File: src/rtl/vco_edge_quantizer.sv
// VCO-ADC back end: synchronizes vco_p, counts rising edges per wl-cycle window and queues the counts.
// Sample ready in FIFO 1 cycle after window end; consumer stall fills FIFO, then new samples drop and set overflow.
module vco_edge_quantizer #(
    parameter int CNT_W      = 12,
    parameter int WIN_W      = 16,
    parameter int SETTLE_CYC = 4,
    parameter int FIFO_DEPTH = 4
) (
    input  logic             clk,
    input  logic             rst,
    input  logic             en,
    input  logic [WIN_W-1:0] win_len,
    input  logic             vco_p,
    output logic             vco_enb,
    output logic [CNT_W-1:0] sample_data,
    output logic             sample_valid,
    input  logic             sample_ready,
    output logic             overflow,
    output logic             busy
);
    localparam int AW = $clog2(FIFO_DEPTH);
    localparam int PW = AW + 1;
    localparam int SW = $clog2(SETTLE_CYC + 1);
    localparam logic [CNT_W-1:0] CNT_MAX = {CNT_W{1'b1}};

    typedef enum logic [1:0] {IDLE, SETTLE, COUNT} state_t;

    state_t            state_q, state_d;
    logic              s1_q, s2_q, s3_q;
    logic              vco_enb_q, vco_enb_d;
    logic [SW-1:0]     scnt_q, scnt_d;
    logic [WIN_W-1:0]  wcnt_q, wcnt_d;
    logic [WIN_W-1:0]  wl_q, wl_d;
    logic [CNT_W-1:0]  cnt_q, cnt_d;
    logic [CNT_W-1:0]  mem_q [FIFO_DEPTH];
    logic [CNT_W-1:0]  mem_d [FIFO_DEPTH];
    logic [PW-1:0]     wr_ptr_q, wr_ptr_d;
    logic [PW-1:0]     rd_ptr_q, rd_ptr_d;
    logic              overflow_q, overflow_d;

    logic              edge_det;
    logic              terminal;
    logic [CNT_W-1:0]  sample_val;
    logic              push;
    logic              pop;
    logic              full;
    logic              push_ok;
    logic              ovf_clr;

    always_comb begin
        edge_det   = s2_q & ~s3_q;
        terminal   = (wcnt_q == wl_q - WIN_W'(1));
        sample_val = (edge_det && cnt_q != CNT_MAX) ? cnt_q + CNT_W'(1) : cnt_q;
        full       = (wr_ptr_q[AW] != rd_ptr_q[AW]) && (wr_ptr_q[AW-1:0] == rd_ptr_q[AW-1:0]);
        pop        = sample_valid & sample_ready;

        state_d   = state_q;
        vco_enb_d = vco_enb_q;
        scnt_d    = scnt_q;
        wcnt_d    = wcnt_q;
        wl_d      = wl_q;
        cnt_d     = cnt_q;
        push      = 1'b0;
        ovf_clr   = 1'b0;

        case (state_q)
            IDLE: begin
                vco_enb_d = 1'b1;
                scnt_d    = '0;
                wcnt_d    = '0;
                cnt_d     = '0;
                if (en) begin
                    // Windows shorter than 2 cycles cannot resolve an edge; clamp.
                    wl_d      = (win_len < WIN_W'(2)) ? WIN_W'(2) : win_len;
                    state_d   = SETTLE;
                    vco_enb_d = 1'b0;
                    ovf_clr   = 1'b1;
                end
            end
            SETTLE: begin
                if (!en) begin
                    state_d   = IDLE;
                    vco_enb_d = 1'b1;
                end else if (scnt_q == SW'(SETTLE_CYC - 1)) begin
                    state_d = COUNT;
                    wcnt_d  = '0;
                    cnt_d   = '0;
                end else begin
                    scnt_d = scnt_q + SW'(1);
                end
            end
            COUNT: begin
                if (!en) begin
                    state_d   = IDLE;
                    vco_enb_d = 1'b1;
                end else if (terminal) begin
                    // Back-to-back windows: the next one starts on the following cycle.
                    push   = 1'b1;
                    wcnt_d = '0;
                    cnt_d  = '0;
                end else begin
                    wcnt_d = wcnt_q + WIN_W'(1);
                    cnt_d  = sample_val;
                end
            end
            default: begin
                state_d   = IDLE;
                vco_enb_d = 1'b1;
            end
        endcase

        // A pop in the same cycle frees the slot, so a full FIFO still accepts the push.
        push_ok  = push & (~full | pop);
        mem_d    = mem_q;
        if (push_ok) begin
            mem_d[wr_ptr_q[AW-1:0]] = sample_val;
        end
        wr_ptr_d   = wr_ptr_q + (push_ok ? PW'(1) : PW'(0));
        rd_ptr_d   = rd_ptr_q + (pop ? PW'(1) : PW'(0));
        overflow_d = ovf_clr ? 1'b0 : (overflow_q | (push & ~push_ok));
    end

    always_ff @(posedge clk) begin
        if (rst) begin
            state_q    <= IDLE;
            s1_q       <= 1'b0;
            s2_q       <= 1'b0;
            s3_q       <= 1'b0;
            vco_enb_q  <= 1'b1;
            scnt_q     <= '0;
            wcnt_q     <= '0;
            wl_q       <= WIN_W'(2);
            cnt_q      <= '0;
            wr_ptr_q   <= '0;
            rd_ptr_q   <= '0;
            overflow_q <= 1'b0;
            for (int i = 0; i < FIFO_DEPTH; i++) begin
                mem_q[i] <= '0;
            end
        end else begin
            state_q    <= state_d;
            s1_q       <= vco_p;
            s2_q       <= s1_q;
            s3_q       <= s2_q;
            vco_enb_q  <= vco_enb_d;
            scnt_q     <= scnt_d;
            wcnt_q     <= wcnt_d;
            wl_q       <= wl_d;
            cnt_q      <= cnt_d;
            wr_ptr_q   <= wr_ptr_d;
            rd_ptr_q   <= rd_ptr_d;
            overflow_q <= overflow_d;
            mem_q      <= mem_d;
        end
    end

    assign vco_enb      = vco_enb_q;
    assign sample_data  = mem_q[rd_ptr_q[AW-1:0]];
    assign sample_valid = (wr_ptr_q != rd_ptr_q);
    assign overflow     = overflow_q;
    assign busy         = (state_q != IDLE);

endmodule

File: config.mk
export PLATFORM = sky130hd
export DESIGN_NAME = vco_edge_quantizer
export DESIGN_NICKNAME = d
export VERILOG_FILES = /design/src/rtl/vco_edge_quantizer.sv
export SDC_FILE = /design/constraint.sdc
export NUM_CORES = 1
export LEC_CHECK = 0
export ABC_AREA = 1
export CAP_MARGIN = 10
export CORE_MARGIN = 2
export CORE_UTILIZATION = 35
export CTS_CLUSTER_SIZE = 16
export DETAILED_ROUTE_END_ITERATION = 8
export SLEW_MARGIN = 20
export SYNTH_ARGS = -nofsm -noshare
export SYNTH_HDL_FRONTEND = slang
export SYNTH_SLANG_ARGS = --single-unit
File: constraint.sdc
create_clock -name clk -period 3.8 [get_ports clk]
set_input_delay 1.14 -clock clk [delete_from_list [all_inputs] [get_ports clk]]
set_output_delay 1.14 -clock clk [all_outputs]
set_load 0.03 [all_outputs]
* Word-level counts from Yosys, hierarchy flattened
Index checks and enable logic that the tools add are counted.
** Operators by class
- Mux-type cells :: 36
- Eq/ne operators :: 16
- Add/subtract/negate cells :: 6
- Bitwise gates (word level) :: 11
- Reductions and logical operators :: 13
- Magnitude comparators :: 4
** Operators by type and width (number)
- 12-bit 2-to-1 mux :: 8
- 16-bit 2-to-1 mux :: 5
- 48-bit bitwise mux :: 1
- 16-bit one-hot mux with 3 select lines :: 1
- 12-bit one-hot mux with 3 select lines :: 1
- 12-bit binary-select mux with 2-bit select :: 1
- 12-bit demux with 2-bit select :: 1
- 16-bit by 1-bit adder with 16-bit output (second input constant) :: 1
- 16-bit equality test :: 1
- 16-bit by 2-bit < comparator with 1-bit output (second input constant) :: 1
- 16-bit by 1-bit subtractor with 16-bit output (second input constant) :: 1
- 2-bit inequality test (second input constant) :: 7
- 12-bit by 1-bit adder with 12-bit output (second input constant) :: 1
- 12-bit inequality test (second input constant) :: 1
- 1-bit 2-to-1 mux :: 9
- 2-bit 2-to-1 mux :: 4
- 3-bit by 1-bit adder with 3-bit output :: 2
- 3-bit >= comparator (second input constant) :: 2
- 3-bit 2-to-1 mux :: 2
- 2-bit NOT with 3-bit output :: 2
- 2-bit one-hot mux with 3 select lines :: 1
- 3-bit one-hot mux with 2 select lines :: 1
- 3-bit AND reduction :: 2
- 1-bit AND :: 4
- other kinds (19) :: 26
** Word-level totals
- Output and inout bits :: 16
- Logic and storage cells :: 102
- Input port bits :: 21
- Register bits :: 108

* Depth between registers and ports, before layout
Gate-level depths: netlist (run 1).
- Depth after elaboration :: 9
- Gate-level depth with buffers :: 17
- Gate-level depth less buffers :: 17

* Least setup slack after synthesis (run 1)
OpenSTA, ideal clock, no wires.
- Path kind :: register to output
- Start point :: register rd_ptr_q[0]
- End point :: output sample_data[10]
- Slack :: 1.235 ns
- Data required time :: 2.660 ns
- Data arrival time :: 1.425 ns
- Buffers on the path :: 2
- Stages on the path, launching flop included :: 6
- Path through :: dfxtp_1 clkbuf_1 inv_1 clkbuf_1 nor2_1 o22ai_1
** On the way
- Word-level cells in the longest chain between the ends :: 4
** Ends and longest elaborated chain
- start, declared :: line 38 : logic [PW-1:0] rd_ptr_q, rd_ptr_d;
- start signal, assigned :: line 151 : rd_ptr_q <= rd_ptr_d;
- 2-bit NOT with 3-bit output (implied by the code) :: line 158 : assign sample_data = mem_q[rd_ptr_q[AW-1:0]];
- 12-bit binary-select mux with 2-bit select :: line 158
- 12-bit 2-to-1 mux (implied by the code) (2 in a row) :: line 158
- end, declared :: line 15 : output logic [CNT_W-1:0] sample_data,
No other way between the ends. The select of a mux whose other input is x is not followed.

* Final worst setup path (run 1)
- Start point :: register rd_ptr_q[1]
- End point :: output sample_data[5]
Same word-level chain as after synthesis.

==> results.yml, run 1 <==
critical_path:
  path_class: "reg2out"
  arrival_ns: 2.36
  crit_fanout: 15
  r2r_setup_slack_ns: 0.94
  cp-start-kind: "flip-flop"
  crit_required_ns: 2.66
  endpoint_kind: "primary output"
global_routing:
  grt_pass1_vias: 4853
  grt_max_degree: 54
  grt_use_total_pct: 16.4
  antenna_found_initial: 0
  grt_pass1_wl_um: 24000
  overflow: 0
timing:
  fin_hold_ws_ns: 0.416
  fin_crit_sh_pct: 92.2
  tightest_slew_ns: 0.654
  setup_tns_ns: 0
  max_freq_ghz: 0.285
  rsz0062_at_grt: "false"
  period_needed_ns: 3.50
  finalSetupViolCount: 0
  slew_headroom_pct: 55.9
  slew_viol_final: 0
  layout_setup_ws_ns: 0.296
  finClkSkew_ns: 0.0109
  hold_viol: 0
finish:
  final_cell_mix: "nand2_1 (209), nor2_1 (175), dfxtp_1 (108), inv_1 (82), o21ai_0 (47)"
  nFillCells: 1750
  regArea_sq_um: 2160
  final_nets: 928
  n_antenna_cell: 0
  multi_input_area_sq_um: 3300
  drive_gt1_share_pct: 7.46
  syn2layout_area_growth_pct: 14.7
  layout_commonest_cell: "nand2_1"
clocking:
  clk_pin_slew_ns: 0.07
  clockBufferDepth: 2
  cts.repair.resized: 0
  cts.sinks: 108
  cts_root_buf: "clkbuf_16"
  worstSkewPairLatency_ns: 0.36
  ctsHtreeMaxLevel: 3
  holdBufCountCts: 0
  cts_made_buffers: 9
  post_cts_buffers: 0
  cts_tree: "yes"
flow_run:
  drv_cap: 0
routing:
  drc_errors: 0
  routed_wl_um: 14200
  num_vias: 5278
  firstDrtPassIters: 4
  drt-initial-drc-count: 298
  ant_nets: 0
  viasPerCell: 4.72
  drt-wirelength-per-cell_um: 12.7
run_status:
  status: "complete, no violations"
placed_design:
  pre_cts_slack_ns: 0.578
  dpl.hpwl_um: 9910
  io_buffers: 36
  routabilityCongestion: 0.837
floorplan:
  dieArea_sq_um: 18000
  row_count: 47
  die_height_um: 134
  pin_count: 37
  initial_utilization_pct: 35.7
  core_area_sq_um: 16600
  fp.dieW_um: 134
synth:
  ys_seq_elements: 108
  synth.distinct_cells: 38
  syn_area_sq_um: 5920
  synth_fp_nets: 900
  synth-seq-area-share_pct: 36.5
  synth_cells: 866
  synth_warnings: 0
  syn_avg_cell_area_sq_um: 6.84
power:
  p_per_area_nw_per_um2: 343
  vdd_ir_drop_max_mv: 0.214
  p_leak_nw: 2.98
  total_power_mw: 2.33
min_path:
  hold_class: "reg2reg"
-- layer usage --
layer / track usage, % / vias to the layer above / share of wire (%)
met5: 0 / - / 0
met3: 2.80 / 12 / 2.2
met1: 23.3 / 2392 / 51
li1: - / 2824 / -
met4: 5.20 / 0 / 1.2
met2: 25.5 / 50 / 45
-- registers in the layout, summed over array words and instances (netlist names), 2 cells and up --
| name | cells |
|---|---|
| scnt_q | 3 |
| state_q | 2 |
| wr_ptr_q | 3 |
| wcnt_q | 16 |
| mem_q | 48 |
| wl_q | 16 |
| cnt_q | 12 |
| rd_ptr_q | 3 |
-- through the flow --
step | instances | area (sq um) | util (%)
final | 1118 | 6800 | 41.0
after global routing | 1118 | 6800 | 41.0
after CTS | 1118 | 6800 | 41.0
after detailed placement | 1103 | 6510 | 39.2
after global placement | 1103 | 6510 | 39.2
after floorplan | 866 | 5920 | -
-- path summary, 6_finish.rpt --
path               start              to  cells past startpoint
max          rd_ptr_q[1]  sample_data[5]                      4
min                 s1_q            s2_q                      2
max reg2reg      wl_q[0]       mem_q[20]                     15
min reg2reg         s1_q            s2_q                      2
-- kinds of logic after synthesis --
kind of cell | synth area share, %
and+or+nand+nor | 32.7
AOI/OAI and AO/OA | 15.7
buffers and inverters | 7.79
DFF | 36.5
xor gates and xnor gates | 4.58
adders and majority gates | 2.75
-- layout make-up --
| cell class | count | share of cell area (%) |
|---|---|---|
| flip-flops and latches | 108 | 31.8 |
| clock buffers | 10 | 3.37 |
| clock inverters | 5 | 0.902 |
| multi-input cells | 642 | 48.5 |
| well taps | 220 | 4.05 |
| inverters | 85 | 4.69 |
| repair buffers | 48 | 6.63 |
-- worst max-delay path, cell delays in order, from the launching register on --
cell and delay [ns]:
dfxtp_1 0.69, inv_1 0.35, o21ai_0 0.24, o22ai_1 0.11, clkdlybuf4s50_1 0.61
-- cell usage after synthesis (all sizes together) --
cell     instances  area (sq um)
a41oi            1          8.76
dfxtp          108          2160
nand3b           2          15.0
clkinv           2          7.51
ha              13           163
o21ai           47           235
a22oi            2          15.0
buf             12          70.1
a22o             6          52.6
nand4           11          98.8
nand3           34           188
nor3             7          35.0
nand2          211           797
xnor2           12           105
o2111ai          1          8.76
a21oi           29           145
o21a             3          22.5
o31ai            2          15.0
clkbuf          19          72.6
or2              1          6.26
nor2           188           773
o22ai           15          93.8
o21bai          32           315
xor2            19           166
inv             83           312
nor4             4          25.0
o211ai           2          15.0
-- report_power, final --
group	switching (mW)	internal, mW	leakage [nW]
Combinational	0.133	0.0783	1.96
Sequential	0.0163	1.15	0.873
Clock	0.446	0.514	0.143
No activity file was read; power rests on OpenSTA's default activity.
==> run 2: changes to the inputs <==
==> constraint.sdc (replaced) <==
create_clock -name clk -period 3.8 [get_ports clk]
set_input_delay 1.14 -clock clk [delete_from_list [all_inputs] [get_ports clk]]
set_output_delay 1.14 -clock clk [all_outputs]
set_load 0.02 [all_outputs]
==> results.yml, run 2 (synthesis gave the netlist of run 1 again) <==
run_status:
  status: "complete, no violations"
critical_path:
  crit_required_ns: 2.66
  slowest_stage: "dfxtp_1"
  cp_num_cells: 4
  path_buf_inv: 2
  crit_family: "buffers and inverters"
  reg2reg_depth: 15
  cp-start-kind: "flip-flop"
  path_class: "reg2out"
  endpoint_kind: "primary output"
  crit_fanout: 15
  critPathMaxStageDelay_ns: 0.67
  crit_chain: "inv_1 -> o21ai_0 -> o22ai_1 -> clkdlybuf4s50_1"
  arrival_ns: 2.25
floorplan:
  core_area_sq_um: 16600
  dieArea_sq_um: 18000
  die_height_um: 134
  pin_count: 37
  row_count: 47
  initial_utilization_pct: 35.7
  fp.dieW_um: 134
timing:
  finalSetupViolCount: 0
  tightest_slew_ns: 0.855
  setup_tns_ns: 0
  layout_setup_ws_ns: 0.409
  fin_crit_sh_pct: 89.2
  finClkSkew_ns: 0.00913
  max_freq_ghz: 0.295
  slew_headroom_pct: 42.9
  period_needed_ns: 3.39
  rsz0062_at_grt: "false"
  hold_viol: 0
  slew_viol_final: 0
clocking:
  clockBufferDepth: 2
  cts.repair.resized: 0
  clk_pin_slew_ns: 0.07
  post_cts_buffers: 0
  ctsHtreeMaxLevel: 3
  holdBufCountCts: 0
  cts_root_buf: "clkbuf_16"
  cts_made_buffers: 9
  cts_tree: "yes"
  cts.sinks: 108
  worstSkewPairLatency_ns: 0.36
finish:
  utilization_pct: 40.9
  nFillCells: 1757
  largest_register: "mem_q"
  largest_register_ffs: 48
  drive_gt1_share_pct: 7.25
  reg_top3: "mem_q: 48 flops, wcnt_q: 16 flops, wl_q: 16 flops"
  layout_commonest_cell: "nand2_1"
  final_cell_mix: "nand2_1 (209), nor2_1 (175), dfxtp_1 (108), inv_1 (82), o21ai_0 (47)"
  n_antenna_cell: 0
  syn2layout_area_growth_pct: 14.5
  final_nets: 926
min_path:
  holdPathStages: 2
  hold_class: "reg2reg"
routing:
  drc_errors: 0
  num_vias: 5262
  ant_nets: 0
  firstDrtPassIters: 4
  viasPerCell: 4.72
  drt-initial-drc-count: 310
  routed_wl_um: 14000
  drt-wirelength-per-cell_um: 12.5
global_routing:
  grt_pass1_vias: 4977
  grt_max_degree: 54
  grt_use_total_pct: 16.2
  grt_pass1_wl_um: 23800
  antenna_found_initial: 0
  overflow: 0
placed_design:
  routabilityCongestion: 0.840
  pre_cts_slack_ns: 0.519
  io_buffers: 36
  dpl.hpwl_um: 9770
power:
  vdd_ir_drop_max_mv: 0.240
  p_leak_nw: 2.96
  p_per_area_nw_per_um2: 343
flow_run:
  drv_cap: 0
run 2: changes by cell type in the layout (fill, tap and decap cells not counted), sizes merged:
cell	delta
buf	-2
clkinvlp	+1
clkinv	+1
inv	-2
run 2: power breakdown:
group | switching (mW) | total (mW) | internal (mW)
combinational | 0.131 | 0.207 | 0.0766
sequential | 0.0158 | 1.16 | 1.15
clock | 0.443 | 0.955 | 0.512
run 2: through the flow:
step	hold WS, ns	power [mW]	instances	cell area, sq um
3_3_place_gp	0.398	1.40	1101	6490
6_report	0.409	2.32	1116	6780
2_1_floorplan	0.388	1.33	866	5920
3_5_place_dp	0.402	1.40	1101	6490
5_1_grt	0.432	2.43	1116	6780
4_1_cts	0.414	2.35	1116	6780
run 2: layout make-up:
type	count	area [sq um]	share of cell area [%]
multi-input combinational	642	3300	48.6
sequential	108	2160	31.9
timing repair buffer	46	435	6.42
inverter	85	319	4.70
tap	220	275	4.06
clock buffer	10	229	3.38
clock inverter	5	63.8	0.941
run 2: worst paths after layout:
kind	slack, ns	endpoint	start
worst max-delay path	0.41	sample_data[5]	rd_ptr_q[1]
worst min-delay path	0.41	s2_q	s1_q
worst max register to register	0.97	mem_q[12]	wl_q[0]
worst min register to register	0.41	s2_q	s1_q
run 2: tightest hold or removal path: stages, from the launching register on:
cell and delay [ns]:
dfxtp_1 0.30, inv_1 0.04, nor2_1 0.03
run 2: metal layers:
layer / wire length (um) / global-route usage [%]
met5: 0 / 0
met4: 148 / 3.80
met3: 265 / 3.40
met2: 6440 / 26.3
met1: 7130 / 22.1
==> run 3: changes to the inputs <==
--- a/config.mk
+++ b/config.mk
@@ -8,9 +8,12 @@
 export ABC_AREA = 1
 export CAP_MARGIN = 10
 export CORE_MARGIN = 2
-export CORE_UTILIZATION = 35
+export CORE_UTILIZATION = 50
 export CTS_CLUSTER_SIZE = 16
 export DETAILED_ROUTE_END_ITERATION = 8
+export GPL_TIMING_DRIVEN = 0
+export MAX_ROUTING_LAYER = met4
+export PLACE_DENSITY = 0.69
 export SLEW_MARGIN = 20
 export SYNTH_ARGS = -nofsm -noshare
 export SYNTH_HDL_FRONTEND = slang
==> results.yml, run 3 (synthesis gave the netlist of run 1 again) <==
clocking:
  cts.sinks: 108
  cts_tree: "yes"
  worstSkewPairLatency_ns: 0.35
  clockBufferDepth: 2
  cts_root_buf: "clkbuf_16"
  holdBufCountCts: 0
  clk_pin_slew_ns: 0.07
  cts.repair.resized: 0
  ctsHtreeMaxLevel: 3
  cts_made_buffers: 9
  post_cts_buffers: 0
timing:
  hold_viol: 0
  finalSetupViolCount: 0
  rsz0062_at_grt: "false"
  slew_headroom_pct: 35.3
  fin_crit_sh_pct: 98.6
  finClkSkew_ns: 0.00987
  tightest_slew_ns: 0.960
  max_freq_ghz: 0.267
  setup_tns_ns: 0
  slew_viol_final: 0
  period_needed_ns: 3.75
finish:
  final_nets: 946
  syn2layout_area_growth_pct: 13.7
  n_antenna_cell: 0
  final_area_sq_um: 6740
  drive_gt1_share_pct: 7.21
  largest_register_ffs: 48
  reg_top3: "mem_q: 48 flops, wcnt_q: 16 flops, wl_q: 16 flops"
  final_cell_mix: "nand2_1 (209), nor2_1 (175), dfxtp_1 (108), inv_1 (82), o21ai_0 (47)"
  largest_register: "mem_q"
  layout_commonest_cell: "nand2_1"
global_routing:
  grt_pass1_vias: 5218
  overflow: 0
  antenna_found_initial: 0
  grt_pass1_wl_um: 25300
  grt_max_degree: 17
  grt_use_total_pct: 25.6
routing:
  ant_nets: 0
  viasPerCell: 5.34
  firstDrtPassIters: 5
  drc_errors: 0
  num_vias: 5657
  drt-wirelength-per-cell_um: 14.5
  routed_wl_um: 15400
  drt-initial-drc-count: 443
placed_design:
  dpl_cell_area_sq_um: 6450
  dpl.hpwl_um: 11300
  io_buffers: 35
  routabilityCongestion: 0.918
floorplan:
  initial_utilization_pct: 51.7
  core_area_sq_um: 11500
  die_height_um: 113
  pin_count: 37
  row_count: 39
  dieArea_sq_um: 12700
  fp.dieW_um: 113
power:
  p_leak_nw: 2.99
  p_per_area_nw_per_um2: 344
  vdd_ir_drop_max_mv: 0.260
  total_power_mw: 2.32
critical_path:
  r2r_setup_slack_ns: 0.93
  crit_fanout: 10
  reg2reg_depth: 15
  arrival_ns: 2.61
  cp-start-kind: "flip-flop"
  crit_required_ns: 2.66
  endpoint_kind: "primary output"
  path_class: "reg2out"
  reg2reg_to: "mem_q[29]"
  regToRegStartpoint: "wl_q[0]"
run_status:
  status: "complete, no violations"
flow_run:
  drv_cap: 0
min_path:
  holdPathStages: 2
  hold_class: "reg2reg"
  hold_path.startpoint: "s1_q"
  hold_end: "s2_q"
## run 3: cell types whose count changed in the layout (fill, tap and decap cells not counted), sizes merged
cell | before | now
buf | 10 | 12
clkbuf | 10 | 29
clkdlybuf4s50 | 36 | 35
clkinv | 5 | 6
clkinvlp | 1 | 0
## run 3: per-layer routing
metal  vias up  global-route usage [%]  share of wire [%]
met1      2587                    34.9                 47
met4         0                    9.43                1.8
met2       188                    39.1                 44
li1       2861                       -                  -
met3        21                    3.11                7.4
met5         -                       -                  0
## run 3: layout make-up
cell class | instances | area, sq um
Clock buffer | 10 | 229
Inverter | 85 | 319
Buffer | 31 | 143
Tap cell | 143 | 179
Fill cell | 1101 | 4730
Sequential cell | 108 | 2160
Clock inverter | 5 | 53.8
Timing Repair Buffer | 35 | 350
Multi-Input combinational cell | 642 | 3300
## run 3: through the flow
| step | util (%) | hold slack (ns) | worst slack, ns | cells |
|---|---|---|---|---|
| after floorplan | - | 0.388 | 1.37 | 866 |
| after global placement | 56.3 | 0.399 | 0.501 | 1044 |
| after detailed placement | 56.3 | 0.401 | 0.479 | 1044 |
| after CTS | 58.7 | 0.414 | 0.0980 | 1059 |
| after global routing | 58.7 | 0.435 | 0.0485 | 1059 |
| final | 58.7 | 0.410 | 0.0542 | 1059 |
## run 3: worst max-delay path, cell delays in order, from the launching register on
cell and delay, ns:
dfxtp_1 0.34, clkbuf_1 0.33, clkbuf_1 0.56, nor2_1 0.09, o22ai_1 0.28, clkdlybuf4s50_1 0.66
## run 3: worst max path at each step
| stage | start | end | slack [ns] | cells past startpoint |
|---|---|---|---|---|
| after floorplan | rd_ptr_q[0] | sample_data[10] | 1.37 | 5 |
| after global placement | rd_ptr_q[0] | sample_data[2] | 0.50 | 6 |
| after detailed placement | rd_ptr_q[0] | sample_data[2] | 0.48 | 6 |
| after CTS | rd_ptr_q[0] | sample_data[2] | 0.1 | 6 |
| after global routing | rd_ptr_q[0] | sample_data[2] | 0.05 | 6 |
| final | rd_ptr_q[0] | sample_data[2] | 0.05 | 5 |
## run 3: report_power, final
part	switching [mW]	total, mW	internal (mW)	leakage, nW
clock network	0.430	0.936	0.506	0.142
registers	0.0160	1.16	1.15	0.873
logic	0.142	0.218	0.0760	1.97
